### config.mk
export PLATFORM = sky130hd
export DESIGN_NAME = axis_frame_gen_flat
export DESIGN_NICKNAME = d
export VERILOG_FILES = /design/src/rtl/axis_frame_gen_if.sv /design/src/rtl/axis_frame_gen.sv /design/src/flat_wrapper.sv
export SDC_FILE = /design/constraint.sdc
export NUM_CORES = 1
export LEC_CHECK = 0
export BUFFER_PORTS_ARGS = -buffer_cell sky130_fd_sc_hd__buf_4
export CAP_MARGIN = 40
export CORE_UTILIZATION = 35
export DETAILED_ROUTE_END_ITERATION = 8
export PLACE_DENSITY = 0.52
export SYNTH_ARGS = -nofsm -noshare
export SYNTH_HDL_FRONTEND = slang
export SYNTH_SLANG_ARGS = --single-unit
### constraint.sdc
create_clock -name clk -period 2.6 [get_ports clk]
set_input_delay 0.13 -clock clk [delete_from_list [all_inputs] [get_ports clk]]
set_output_delay 0.13 -clock clk [all_outputs]
set_load 0.1 [all_outputs]
### src/rtl/axis_frame_gen_if.sv
// AXI-Stream byte/word channel shared between the frame source and its sink.
// The master drives data, valid and last, and the slave drives ready.
interface axis_frame_gen_if #(
   parameter int unsigned DW = 8
);
   logic [DW-1:0] tdata;
   logic          tvalid;
   logic          tlast;
   logic          tready;

   modport master (output tdata, output tvalid, output tlast, input tready);
   modport slave  (input tdata, input tvalid, input tlast, output tready);
endinterface

### src/rtl/axis_frame_gen.sv
// AXI-Stream frame source: programmable frame count, length and inter-frame gap,
// incrementing pattern (seed + frame + beat), with backpressure and sticky abort.
module axis_frame_gen #(
   parameter int unsigned DW    = 8,
   parameter int unsigned LEN_W = 13,
   parameter int unsigned CNT_W = 16
) (
   input  logic                 clk,
   input  logic                 rst,
   input  logic                 start,
   input  logic                 abort,
   input  logic [LEN_W-1:0]     frame_len,
   input  logic [CNT_W-1:0]     num_frames,
   input  logic [7:0]           gap_cycles,
   input  logic [DW-1:0]        seed,
   axis_frame_gen_if.master     m,
   output logic                 busy,
   output logic                 done,
   output logic [CNT_W-1:0]     frame_cnt
);

   typedef enum logic [1:0] {StIdle, StSend, StGap} state_e;

   state_e             state_q, state_d;
   logic [LEN_W-1:0]   len_q, len_d, k_q, k_d;
   logic [CNT_W-1:0]   num_q, num_d, cnt_q, cnt_d, cnt_inc;
   logic [7:0]         gap_q, gap_d, gap_cnt_q, gap_cnt_d;
   logic [DW-1:0]      seed_q, seed_d, f_q, f_d, tdata_q, tdata_d;
   logic               tvalid_q, tvalid_d, tlast_q, tlast_d;
   logic               busy_q, busy_d, done_q, done_d, abort_q, abort_d;
   logic               fire, stop_req, end_run;

   assign fire     = tvalid_q && m.tready;
   assign stop_req = abort_q || abort;
   assign cnt_inc  = cnt_q + CNT_W'(1);

   always_comb begin
      state_d   = state_q;
      len_d     = len_q;
      k_d       = k_q;
      num_d     = num_q;
      cnt_d     = cnt_q;
      gap_d     = gap_q;
      gap_cnt_d = gap_cnt_q;
      seed_d    = seed_q;
      f_d       = f_q;
      tdata_d   = tdata_q;
      tvalid_d  = tvalid_q;
      tlast_d   = tlast_q;
      busy_d    = busy_q;
      done_d    = 1'b0;
      abort_d   = abort_q || (abort && state_q != StIdle);
      end_run   = 1'b0;

      unique case (state_q)
         StIdle: begin
            if (start && frame_len != '0) begin
               len_d    = frame_len;
               num_d    = num_frames;
               gap_d    = gap_cycles;
               seed_d   = seed;
               cnt_d    = '0;
               k_d      = '0;
               f_d      = '0;
               tdata_d  = seed;
               tlast_d  = (frame_len == LEN_W'(1));
               tvalid_d = 1'b1;
               busy_d   = 1'b1;
               state_d  = StSend;
            end
         end
         StSend: begin
            if (fire) begin
               if (tlast_q) begin
                  cnt_d = cnt_inc;
                  f_d   = f_q + DW'(1);
                  k_d   = '0;
                  if ((num_q != '0 && cnt_inc == num_q) || stop_req) begin
                     end_run = 1'b1;
                  end else if (gap_q == 8'd0) begin
                     tdata_d = seed_q + f_q + DW'(1);
                     tlast_d = (len_q == LEN_W'(1));
                  end else begin
                     // Counts down to zero, so GAP lasts exactly gap_q cycles.
                     gap_cnt_d = gap_q - 8'd1;
                     tvalid_d  = 1'b0;
                     tlast_d   = 1'b0;
                     state_d   = StGap;
                  end
               end else begin
                  k_d     = k_q + LEN_W'(1);
                  tdata_d = tdata_q + DW'(1);
                  tlast_d = (k_q + LEN_W'(1) == len_q - LEN_W'(1));
               end
            end
         end
         StGap: begin
            if (stop_req) begin
               end_run = 1'b1;
            end else if (gap_cnt_q == 8'd0) begin
               tdata_d  = seed_q + f_q;
               tlast_d  = (len_q == LEN_W'(1));
               tvalid_d = 1'b1;
               state_d  = StSend;
            end else begin
               gap_cnt_d = gap_cnt_q - 8'd1;
            end
         end
         default: state_d = StIdle;
      endcase

      if (end_run) begin
         state_d  = StIdle;
         tvalid_d = 1'b0;
         tlast_d  = 1'b0;
         busy_d   = 1'b0;
         done_d   = 1'b1;
         abort_d  = 1'b0;
      end
   end

   always_ff @(posedge clk) begin
      if (rst) begin
         state_q   <= StIdle;
         len_q     <= '0;
         k_q       <= '0;
         num_q     <= '0;
         cnt_q     <= '0;
         gap_q     <= '0;
         gap_cnt_q <= '0;
         seed_q    <= '0;
         f_q       <= '0;
         tdata_q   <= '0;
         tvalid_q  <= 1'b0;
         tlast_q   <= 1'b0;
         busy_q    <= 1'b0;
         done_q    <= 1'b0;
         abort_q   <= 1'b0;
      end else begin
         state_q   <= state_d;
         len_q     <= len_d;
         k_q       <= k_d;
         num_q     <= num_d;
         cnt_q     <= cnt_d;
         gap_q     <= gap_d;
         gap_cnt_q <= gap_cnt_d;
         seed_q    <= seed_d;
         f_q       <= f_d;
         tdata_q   <= tdata_d;
         tvalid_q  <= tvalid_d;
         tlast_q   <= tlast_d;
         busy_q    <= busy_d;
         done_q    <= done_d;
         abort_q   <= abort_d;
      end
   end

   assign m.tdata   = tdata_q;
   assign m.tvalid  = tvalid_q;
   assign m.tlast   = tlast_q;
   assign busy      = busy_q;
   assign done      = done_q;
   assign frame_cnt = cnt_q;

endmodule
### src/flat_wrapper.sv
// flat-port wrapper written by rule: the top's interface ports become plain ports
module axis_frame_gen_flat 
#(
   parameter int unsigned DW    = 8,
   parameter int unsigned LEN_W = 13,
   parameter int unsigned CNT_W = 16
)
  (clk, rst, start, abort, frame_len, num_frames, gap_cycles, seed, busy, done, frame_cnt, m_tdata, m_tvalid, m_tlast, m_tready);
  axis_frame_gen_if #(.DW(DW)) m_i ();
  input  logic clk;
  input  logic rst;
  input  logic start;
  input  logic abort;
  input  logic [LEN_W-1:0] frame_len;
  input  logic [CNT_W-1:0] num_frames;
  input  logic [7:0] gap_cycles;
  input  logic [DW-1:0] seed;
  output logic busy;
  output logic done;
  output logic [CNT_W-1:0] frame_cnt;
  output wire logic [$bits(m_i.tdata)-1:0] m_tdata;
  output wire logic [$bits(m_i.tvalid)-1:0] m_tvalid;
  output wire logic [$bits(m_i.tlast)-1:0] m_tlast;
  input wire logic [$bits(m_i.tready)-1:0] m_tready;
  assign m_tdata = m_i.tdata;
  assign m_tvalid = m_i.tvalid;
  assign m_tlast = m_i.tlast;
  assign m_i.tready = m_tready;
  axis_frame_gen #(.DW(DW), .LEN_W(LEN_W), .CNT_W(CNT_W)) u_core (.clk(clk), .rst(rst), .start(start), .abort(abort), .frame_len(frame_len), .num_frames(num_frames), .gap_cycles(gap_cycles), .seed(seed), .m(m_i), .busy(busy), .done(done), .frame_cnt(frame_cnt));
endmodule
# After elaboration in Yosys (flattened, before gate mapping)
# Cells that the tools add are included.
[op_classes] reduce_logical=25 n_addsub=9 muxes=57 eq_ne=16
[ops] cell="two-way mux 8 bit" count=16
[ops] cell="two-way mux 16 bit" count=3
[ops] cell="two-way mux 13 bit" count=3
[ops] cell="case mux 16 bit (2 select lines)" count=1
[ops] cell="case mux 8 bit (2 select lines)" count=2
[ops] cell="== test 13 x 1 -> 1 bit, second input constant" count=2
[ops] cell="case mux 13 bit (2 select lines)" count=1
[ops] cell="adder 8 x 1 -> 8 bit, second input constant" count=3
[ops] cell="case mux 8 bit (3 select lines)" count=1
[ops] cell="AND reduction 7 bit" count=3
[ops] cell="two-way mux 1 bit" count=19
[ops] cell="adder 16 x 1 -> 16 bit, second input constant" count=1
[ops] cell="== test 16 bit" count=1
[ops] cell="zero test 8 bit" count=2
[ops] cell="nonzero test 16 bit" count=1
[ops] cell="subtractor 8 x 1 -> 8 bit, second input constant" count=2
[ops] cell="two-way mux 2 bit" count=7
[ops] cell="adder 13 x 1 -> 13 bit, second input constant" count=1
[ops] cell="== test 13 bit" count=1
[ops] cell="nonzero test 13 bit" count=1
[ops] cell="subtractor 13 x 1 -> 13 bit, second input constant" count=1
[ops] cell="adder 8 bit" count=1
[ops] cell="inequality test 2 x 1 -> 1 bit, second input constant" count=4
[ops] cell="inequality test 2 bit, second input constant" count=4
[ops] cell="17 further kinds" count=26
[totals] inputBits=50 register_bits=105 wordCells=122 out_inout_bits=28

# Longest topological paths before layout
# Gate-level depths: netlist of run 1.
[logic_depth] ltp_word=9 mapped_depth=12 mapped_depth_nobuf=12

# Least setup slack after synthesis of run 1
# OpenSTA, ideal clock, no wires.
[synth_path] path_kind="reg2reg" startpoint="reg u_core.cnt_q[0] (netlist: u_core.frame_cnt[0])" endpoint="reg u_core.gap_cnt_q[5]" setup_time_ns=0.133 synth_period_minus_slack_ns=3.387 required_ns=2.467 arrival_ns=3.254 n_path_buf=2 path_stages_with_launch=13 slack_ns=-0.787 cell_sequence="dfxtp_1 ha_1 nand3_1 buf_4 nor3_4 o22ai_1 a2111oi_2 nand4_2 nand4_4 a21oi_4 buf_6 o2111ai_1 a31oi_1"
[synth_via] elab_chain_len=6
[synth_rtl] element="start: declaration" line="axis_frame_gen.sv:26" text="logic [CNT_W-1:0] num_q, num_d, cnt_q, cnt_d, cnt_inc;"
[synth_rtl] element="start signal: assignment" line="axis_frame_gen.sv:144" text="cnt_q <= cnt_d;"
[synth_rtl] element="adder 16 x 1 -> 16 bit" line="axis_frame_gen.sv:35" text="assign cnt_inc = cnt_q + CNT_W'(1);"
[synth_rtl] element="== test 16 bit" line="axis_frame_gen.sv:78" text="if ((num_q != '0 && cnt_inc == num_q) || stop_req) begin"
[synth_rtl] element="logical AND 1 bit" line="axis_frame_gen.sv:78"
[synth_rtl] element="logical OR 1 bit" line="axis_frame_gen.sv:78"
[synth_rtl] element="inequality test 2 bit (no source line)"
[synth_rtl] element="AND reduction 7 bit (no source line)"
[synth_rtl] element="end signal: assignment" line="axis_frame_gen.sv:146" text="gap_cnt_q <= gap_cnt_d;"
[synth_rtl] element="end: declaration" line="axis_frame_gen.sv:27" text="logic [7:0] gap_q, gap_d, gap_cnt_q, gap_cnt_d;"
# No other way between the ends.
# A chain may end at the register's enable or synchronous reset.

# Worst setup path in the final report of run 1
[layout_path] startpoint="reg u_core.cnt_q[0] (netlist: u_core.frame_cnt[0])" endpoint="reg u_core.gap_cnt_q[4]"
# The elaborated chain is that of the path after synthesis.

==> summary.txt, run 1 <==
Critical path
  • Reg2Reg Depth: 13
  • Worst Setup SP: u_core.frame_cnt[0]
  • Startpoint types: flip-flop
  • Critical path endpoint category: flip-flop
  • Max FO, Critical Path: 6
  • Worst reg2reg setup slack: between 0.07 and 0.08 ns
  • Worst Path Arrival: 2.75 ns
  • CP required: 2.82 ns
  • R2r startpoint: u_core.frame_cnt[0]
  • WS Path Type: reg2reg

Route
  • Wirelength per Cell: roughly 15 µm
  • DR iter-0 viols: 278
  • DRT Pass-1 Iters: 4
  • Final WL: 18600 µm
  • Routed vias: approximately 6300
  • DR DRC count: 0
  • Post-route ant nets: 0
  • Vias per cell: about 5.2

CTS
  • CTS tree: built
  • Clock buffer depth: 2
  • Root buf cell: clkbuf_16
  • H-Tree Depth: 3
  • Clock transition at path regs: 0.07 ns
  • TritonCTS Sinks: 105
  • Cts bufs inserted: 9
  • Worst-skew pair later-pin latency: 0.36 ns

Synth
  • Synth Area in Compound Gates: 0.191
  • Mapped Area: 0.00647 mm²
  • Synth cell types: 77
  • EDFF count, synth: 0
  • XOR/XNOR share of the synthesized area: 0.0975
  • Synth Area in Adders: 0.0379
  • Predominant post-synthesis flop cell: dfxtp_1
  • Main combinational cell family by area after synthesis: simple AND/OR/NAND/NOR gates
  • Leading area contributor after synthesis: dfxtp_1
  • Mux contribution to synthesized area: 0.0248
  • #FFs+latches synth: 105
  • Synth Area in Simple Gates: 0.277
  • Synthesized instance count: 840
  • Async S/R FF share, synth: 0
  • Syn Nets: 909
  • Post-synthesis sequential area ratio: 0.325
  • Area share of the leading cell type in the synthesized netlist: 0.325
  • Yosys warnings: 0
  • Average size of a mapped cell: 7.70 µm²
  • Dominant cells by area after synthesis: dfxtp_1 (32%), nand2_1 (8.0%), xnor2_1 (7.0%), a21oi_1 (6.6%), nor2_1 (5.3%)

Placed design
  • Port bufs: 77
  • Placer congestion estimate: about 0.8
  • Dpl cell area: 0.00778 mm²
  • Detailed Place HPWL: 13500 µm

Floorplanning
  • Floorplan row count: a little under 50
  • Num ports: a little under 80
  • Die height: 138 µm
  • Die area: 0.0190 mm²
  • Starting Density: 0.359
  • Core footprint: 0.0180 mm²
  • Chip width: 138 µm

Power
  • Worst IR Drop VDD: 420 µV
  • Pwr/cell area: between 700 and 800 mW/mm²
  • Leakage: 0.00328 µW

STA
  • WHS: 0.0142 ns
  • FMAX: 396 MHz
  • RSZ-0062 raised after global routing: yes
  • Setup Viol. Count Final: 0
  • Worst slew pin tran: approximately 0.5 ns
  • Rel. slew slack: 0.661
  • Final period utilization: 0.972
  • Final worst clock skew: 0.00783 ns
  • Hold Fails Final Rpt: 0
  • Tmin final: around 2.5 ns
  • Pins Over Slew Limit: 0

Global route
  • Vias in the first global route: ~5700
  • Overall Global Routing Usage: 0.197
  • GRT overflow: 0
  • Largest net degree at the start of global routing: 60
  • Initial antenna violation count: 0
  • First-pass GRT wire length: 29100 µm

Final layout
  • Most frequent cells in the layout: buf_4 (159), nand2_1 (138), nor2_1 (88), dfxtp_1 (85), a21oi_1 (84)
  • Post-route cell area: 0.00850 mm²
  • # diodes: 0
  • P&R area growth vs syn: 31.4%
  • Final nets: 1043
  • Multi-input logic area: 0.00432 mm²
  • Layout cells sized above 1: 0.277
  • Most common cell after layout, fill and taps aside: buf_4
  • Register Area: 0.00216 mm²
  • FILL cells: 1849

Job
  • Max cap viols: 0

Worst hold path
  • HP Class: in2reg
  • Worst Min Path Start: gap_cycles[6]
  • Hold Crit Depth: 3

Run status
  • Outcome: complete, no violations
## routing by layer
metal  GRT usage  up-vias  wire length, µm
li1            -     3236                -
met1       0.277     2951             9380
met2       0.309      103             8420
met3      0.0387       13              675
met4      0.0411        0              161
met5           0        -                0
## kinds of logic after synthesis
kind of cell             after synthesis
multiplexers                          16
flip-flops                           105
buffers and inverters                 72
adder cells (fa/ha/maj)               19
XOR/XNOR                              72
AND/OR/NAND/NOR                      367
AO/OA/AOI/OAI                        189
## cells in the mapped netlist, types with 10 or more instances
cell / number
xnor2_1: 52
ha_1: 18
a21oi_1: 85
clkbuf_1: 30
dfxtp_1: 105
xor2_1: 20
nor3_1: 21
nor4_1: 16
nand3_1: 33
nand2_1: 138
inv_1: 25
nor2_1: 91
or3_1: 10
o21ai_0: 24
mux2i_1: 16
## worst max-delay path, cell delays in order (launching register included)
cell	delay (ns)
dfxtp_4	0.39
ha_4	0.15
nand3_4	0.08
buf_6	0.13
nor4_4	0.17
xnor2_1	0.12
a2111oi_2	0.32
nand4_2	0.21
buf_6	0.18
and2_4	0.16
nor4b_4	0.12
buf_4	0.17
nand3_1	0.08
a31oi_1	0.08
## through the flow
stage	TNS, ns	worst slack, ns	cells	utilization	total power (µW)
global placement	-0.0331	-0.00804	1172	0.432	5220
finish	0	0.0735	1208	0.472	6780
global route	-0.430	-0.0675	1208	0.472	7220
CTS	-0.0479	-0.0327	1193	0.451	6640
detailed placement	-0.226	-0.0361	1172	0.432	5220
floorplan	-0.0120	-0.0120	840	-	4270
## state kept, by name (all words and copies together) (netlist names)
name              flops
u_core.abort_q        1
u_core.busy           1
u_core.num_q         16
u_core.f_q            8
u_core.state_q        2
u_core.done           1
u_core.gap_q          8
u_core.gap_cnt_q      8
u_core.m.tdata        8
u_core.m.tvalid       1
u_core.m.tlast        1
u_core.k_q           13
u_core.frame_cnt     16
u_core.len_q         13
u_core.seed_q         8
## report_power, final
group	internal, µW	leakage (µW)	total [µW]	switching [µW]
logic	1250	0.00228	3300	2050
registers	1830	0.000871	2090	262
clock network	745	0.000132	1400	651
## final timing paths
kind | to
min | u_core.gap_q[6]
max | u_core.gap_cnt_q[4]
min reg2reg | u_core.seed_q[4]
max reg2reg | u_core.gap_cnt_q[4]
## repair_timing
item	in CTS	in global routing
setup buffers	5	15
cloned	0	1
pin swaps	6	27
hold buffers	0	0
setup endpoints to repair	11	21
gates resized for setup	5	55
## final cells by class
cell class	count	share of cell area
clock buffers	9	0.0265
inverters	25	0.0110
multi-input cells	663	0.508
well taps	229	0.0337
repair buffers	170	0.158
clock inverters	7	0.00824
flip-flops and latches	105	0.254
Power figures use the tool's default switching activity.
==> run 2: changes to the inputs <==
CAP_MARGIN = default   (was 40)
CELL_PAD_IN_SITES_DETAIL_PLACEMENT = 0   (was default)
CELL_PAD_IN_SITES_GLOBAL_PLACEMENT = 1   (was default)
CORE_ASPECT_RATIO = 1.4   (was default)
PLACE_DENSITY = 0.68   (was 0.52)
==> run 2 against run 1 <==
  * Sequential power about the same
  * Largest power group unchanged
  * Combinational power up 2%
  * Final cell count up 0.41%
  * Routed wire length up 5.8%
  * Die area about the same
  * Maximum frequency up 1.9%
  * Non-clock buffer count down 6
  * Critical path depth down 3
  * Clock power up 4%
  * Clock skew about the same
  * First-iteration DRC count up 22%
  * Utilization down 0.081 points
==> summary.txt, run 2 (synthesis gave the netlist of run 1 again) <==
STA
  • Final period utilization: 0.954
  • RSZ-0062 raised after global routing: yes
  • Pins Over Slew Limit: 0
  • Setup TNS: 0 ns
  • Worst slew pin tran: 0.752 ns
  • Setup Viol. Count Final: 0
  • Final worst clock skew: 0.00772 ns
  • FMAX: 403 MHz
  • Rel. slew slack: 0.498
  • Tmin final: approximately 2.5 ns
  • Hold Fails Final Rpt: 0

Critical path
  • Worst Path Arrival: 2.77 ns
  • Critical path endpoint category: flip-flop
  • WS Path Type: reg2reg
  • Cell with the largest stage delay on the worst path: or4_4
  • Max FO, Critical Path: 3
  • Startpoint types: flip-flop
  • Crit-path max cell delay: 0.58 ns
  • Crit-path most repeated cell: nand3_1
  • CP cell instances: buf_4, or4_4, nor2_4, xnor2_2, xnor2_1, nand3_1, nor4_2, nand3_1, a311o_1, a21oi_1
  • CP required: 2.89 ns

Global route
  • First-pass GRT wire length: 31700 µm
  • Largest net degree at the start of global routing: 46
  • GRT overflow: 0
  • Overall Global Routing Usage: 0.217
  • Initial antenna violation count: 0
  • Vias in the first global route: 6260

Final layout
  • Multi-input logic area: 0.00434 mm²
  • Most frequent cells in the layout: buf_4 (158), nand2_1 (137), nor2_1 (86), a21oi_1 (85), dfxtp_1 (82)
  • # diodes: 0
  • Register Area: 0.00217 mm²
  • Final nets: a little over 1000
  • FILL cells: 1896
  • Utilization after layout: 0.471
  • Layout cells sized above 1: 0.276
  • P&R area growth vs syn: 31.0%
  • Most common cell after layout, fill and taps aside: buf_4

Route
  • DR iter-0 viols: between 300 and 400
  • Post-route ant nets: 0
  • Wirelength per Cell: 16.2 µm
  • DR DRC count: 0
  • Final WL: 19700 µm
  • DRT Pass-1 Iters: 4
  • Vias per cell: 5.20
  • Routed vias: 6302

CTS
  • Cts bufs inserted: 9
  • Worst-skew pair later-pin latency: 0.36 ns
  • CTS tree: built
  • TritonCTS Sinks: 105
  • H-Tree Depth: 3
  • Clock buffer depth: 2
  • Root buf cell: clkbuf_16
  • Clock transition at path regs: 0.08 ns

Floorplanning
  • Num ports: 78
  • Starting Density: 0.359
  • Core footprint: around 0.018 mm²
  • Floorplan row count: 58
  • Die height: 163 µm
  • Die area: 0.0190 mm²
  • Chip width: 117 µm

Placed design
  • Detailed Place HPWL: between 10000 and 15000 µm
  • Placer congestion estimate: approximately 0.86
  • Port bufs: 77

Power
  • Worst IR Drop VDD: 486 µV
  • Pwr/cell area: 817 mW/mm²
  • Leakage: between 0.003 and 0.004 µW

Job
  • Max cap viols: 0

Worst hold path
  • HP Class: in2reg

Run status
  • Outcome: complete, no violations
==> run 2: final timing paths <==
| path | from | endpoint | slack, ns | depth (start not counted) |
|---|---|---|---|---|
| min reg2reg | u_core.seed_q[7] | u_core.seed_q[7] | 0.48 | 2 |
| max reg2reg | u_core.len_q[1] | u_core.m.tlast | 0.12 | 10 |
| min | num_frames[14] | u_core.num_q[14] | 0.01 | 3 |
| max | u_core.len_q[1] | u_core.m.tlast | 0.12 | 10 |
==> run 2: per-stage QoR <==
stage | worst slack, ns | power [µW] | cell area, µm² | hold slack (ns) | instances
floorplan | -0.0120 | 4270 | 6550 | 0.266 | 840
global placement | 0.00861 | 5340 | 7820 | 0.380 | 1190
detailed placement | -0.0158 | 5320 | 7820 | 0.388 | 1190
CTS | 0.00196 | 6800 | 8160 | 0.000595 | 1208
global route | -0.0398 | 7370 | 8480 | 0.0149 | 1213
finish | 0.121 | 6920 | 8480 | 0.0106 | 1213
==> run 2: where the power goes <==
part           switching, µW  leakage (µW)  total (µW)  internal, µW
combinational           2070       0.00224        3370          1300
clock                    690      0.000153        1460           769
sequential               269      0.000872        2100          1830
==> run 2: layer usage <==
layer | track usage | part of all wire | routed length, µm
met1 | 0.251 | 0.42 | 8280
met2 | 0.400 | 0.53 | 10500
met5 | 0 | 0 | 0
met4 | 0.0800 | 0.023 | 456
met3 | 0.0268 | 0.026 | 508
==> run 2: cell type report <==
type | instances | share of cell area
inverters | 25 | 0.0111
well taps | 240 | 0.0354
clock buffers | 9 | 0.0266
multi-input cells | 663 | 0.512
repair buffers | 164 | 0.150
flip-flops and latches | 105 | 0.255
clock inverters | 7 | 0.0100
==> run 2: critical path, delay by kind of cell, from the launching register on <==
family / cells / cell delay [ns]
AOI/OAI and AO/OA: 2 / 0.48
xor gates and xnor gates: 2 / 0.27
buffers and inverters: 1 / 0.13
DFF: 1 / 0.33
and+or+nand+nor: 5 / 1.21
==> run 2: timing repair <==
action                                  in CTS  in global routing
pin swaps                                    2                 33
gates resized for setup                      3                 59
hold buffers                                 2                  0
setup buffers                                0                  6
endpoints found under the setup margin       4                 26
endpoints found under the hold margin        2                  0
==> run 3: changes to the inputs <==
CORE_ASPECT_RATIO = 0.7   (was 1.4)
CORE_MARGIN = 4   (was default)
==> run 3 against run 2 <==
  * Global-route usage decreased by 2.6 points
  * Routed wire length rose by 0.57%
  * Final area fell by 1.4%
  * Maximum frequency hardly changed
  * Largest power group unchanged
  * Non-clock buffer count fell by 1
  * Total power decreased by 1.9%
  * Sequential share of layout area grew 0.29 points
  * Highest routed layer unchanged
  * Via count about the same
  * Critical path depth increased by 1
==> summary.txt, run 3 (synthesis gave the netlist of run 1 again) <==
Placed design
  • Post-place setup slack: around 0.014 ns
  • Port bufs: 77
  • Placer congestion estimate: 0.865
  • Dpl cells: 1188
  • Detailed Place HPWL: 14600 µm
  • Dpl cell area: 0.00787 mm²

Route
  • Routed vias: 6305
  • Post-route ant nets: 0
  • DRT Pass-1 Iters: 5
  • DR DRC count: 0
  • Final WL: between 15000 and 20000 µm
  • Vias per cell: approximately 5.2
  • Wirelength per Cell: approximately 16 µm
  • DR iter-0 viols: 367

STA
  • Hold Fails Final Rpt: 0
  • Setup slack after layout: 0.120 ns
  • Pins Over Slew Limit: 0
  • WHS: around 0.0087 ns
  • Final period utilization: 0.954
  • RSZ-0062 raised after global routing: yes
  • Setup Viol. Count Final: 0
  • Rel. slew slack: 0.571
  • Worst slew pin tran: 0.644 ns
  • Tmin final: 2.48 ns
  • Final worst clock skew: 0.00743 ns
  • FMAX: 403 MHz

Final layout
  • Layout cells sized above 1: 0.252
  • Final Non-Filler Cells: 1208
  • Most frequent cells in the layout: buf_4 (156), nand2_1 (138), nor2_1 (90), dfxtp_1 (87), a21oi_1 (84)
  • Post-route cell area: 0.00836 mm²
  • # diodes: 0
  • Final nets: 1036
  • P&R area growth vs syn: 29.2%
  • Utilization after layout: 0.463
  • Most common cell after layout, fill and taps aside: buf_4

Global route
  • Largest net degree at the start of global routing: 54
  • First-pass GRT wire length: 31800 µm
  • GRT overflow: 0
  • Initial antenna violation count: 0
  • Overall Global Routing Usage: 0.192
  • Vias in the first global route: 5876

CTS
  • H-Tree Depth: 3
  • Worst-skew pair later-pin latency: 0.36 ns
  • Clock buffer depth: 2
  • TritonCTS Sinks: 105
  • Cts bufs inserted: 9
  • Root buf cell: clkbuf_16
  • Clock transition at path regs: 0.08 ns
  • CTS tree: built

Worst hold path
  • HP Class: in2reg
  • Worst Min Path Start: num_frames[9]
  • Hold endpoint: u_core.num_q[9]
  • Hold Crit Depth: 3

Critical path
  • Startpoint types: flip-flop
  • Reg2Reg Depth: 11
  • Critical path endpoint category: flip-flop
  • R2r endpoint: u_core.m.tdata[2]
  • WS Path Type: reg2reg
  • CP required: between 2 and 3 ns
  • Worst Path Arrival: around 2.7 ns
  • Worst reg2reg setup slack: 0.12 ns
  • Max FO, Critical Path: 11
  • R2r startpoint: u_core.frame_cnt[1]

Floorplanning
  • Die area: 0.0208 mm²
  • Num ports: 78
  • Starting Density: 0.358
  • Die height: 122 µm
  • Core footprint: 0.0181 mm²
  • Floorplan row count: 41
  • Chip width: 171 µm

Power
  • Leakage: 0.00322 µW
  • Worst IR Drop VDD: 464 µV
  • Pwr/cell area: slightly above 800 mW/mm²

Job
  • Max cap viols: 0

Run status
  • Outcome: complete, no violations
-- run 3: stage by stage --
| stage | total power (µW) | TNS (ns) |
|---|---|---|
| after floorplan | 4270 | -0.0120 |
| after global placement | 5300 | 0 |
| after detailed placement | 5300 | 0 |
| after CTS | 6730 | 0 |
| after global routing | 7220 | -0.221 |
| final | 6790 | 0 |
-- run 3: worst max-delay path: stages, from the launching register on --
cell     delay [ns]
dfxtp_4        0.41
ha_4           0.14
nand3_1        0.09
or4_1          0.49
o22a_1         0.22
a22oi_2        0.18
nand4_4        0.14
a31oi_1        0.23
nor2_1         0.08
buf_6          0.16
mux2i_1        0.15
nor2_1         0.05
-- run 3: area by class of cell --
type                            instances  area, µm²
Clock buffer                           10        250
Sequential cell                       105       2160
Clock inverter                          6       50.0
Tap cell                              236        295
Inverter                               25       93.8
Multi-Input combinational cell        663       4220
Timing Repair Buffer                  163       1290
Fill cell                            1857       9700
-- run 3: where the power goes --
part           total [µW]  switching, µW  leakage [µW]  internal [µW]
Combinational        3300           2050       0.00220           1250
Clock                1400            683      0.000146            720
Sequential           2090            268      0.000870           1830
Total                6790           3000       0.00322           3790
-- run 3: worst max path at each step --
stage | depth (start not counted) | endpoint | slack (ns) | start
after floorplan | 11 | u_core.gap_cnt_q[5] | -0.01 | u_core.frame_cnt[4]
after global placement | 11 | u_core.m.tvalid | 0.0006 | u_core.frame_cnt[0]
after detailed placement | 11 | u_core.busy | 0.01 | u_core.frame_cnt[0]
after CTS | 11 | u_core.m.tvalid | 0.0006 | u_core.frame_cnt[0]
after global routing | 12 | u_core.m.tdata[4] | -0.04 | u_core.frame_cnt[1]
final | 11 | u_core.m.tdata[2] | 0.12 | u_core.frame_cnt[1]
-- run 3: per-layer routing --
metal	vias to the layer above	part of all wire	routed length, µm	GRT usage
met1	2936	0.54	10600	0.302
met4	0	0.0091	181	0.0419
met3	12	0.047	938	0.0318
met2	132	0.41	8090	0.270
li1	3225	-	-	-
met5	-	0	0	0
-- run 3: what timing repair did --
item                                    in CTS  in global routing
setup buffers                                0                  3
endpoints found under the setup margin       1                 23
hold buffers                                 1                  0
pin swaps                                    0                 10
hold endpoints to repair                     1                  0
resized for setup                            1                 31
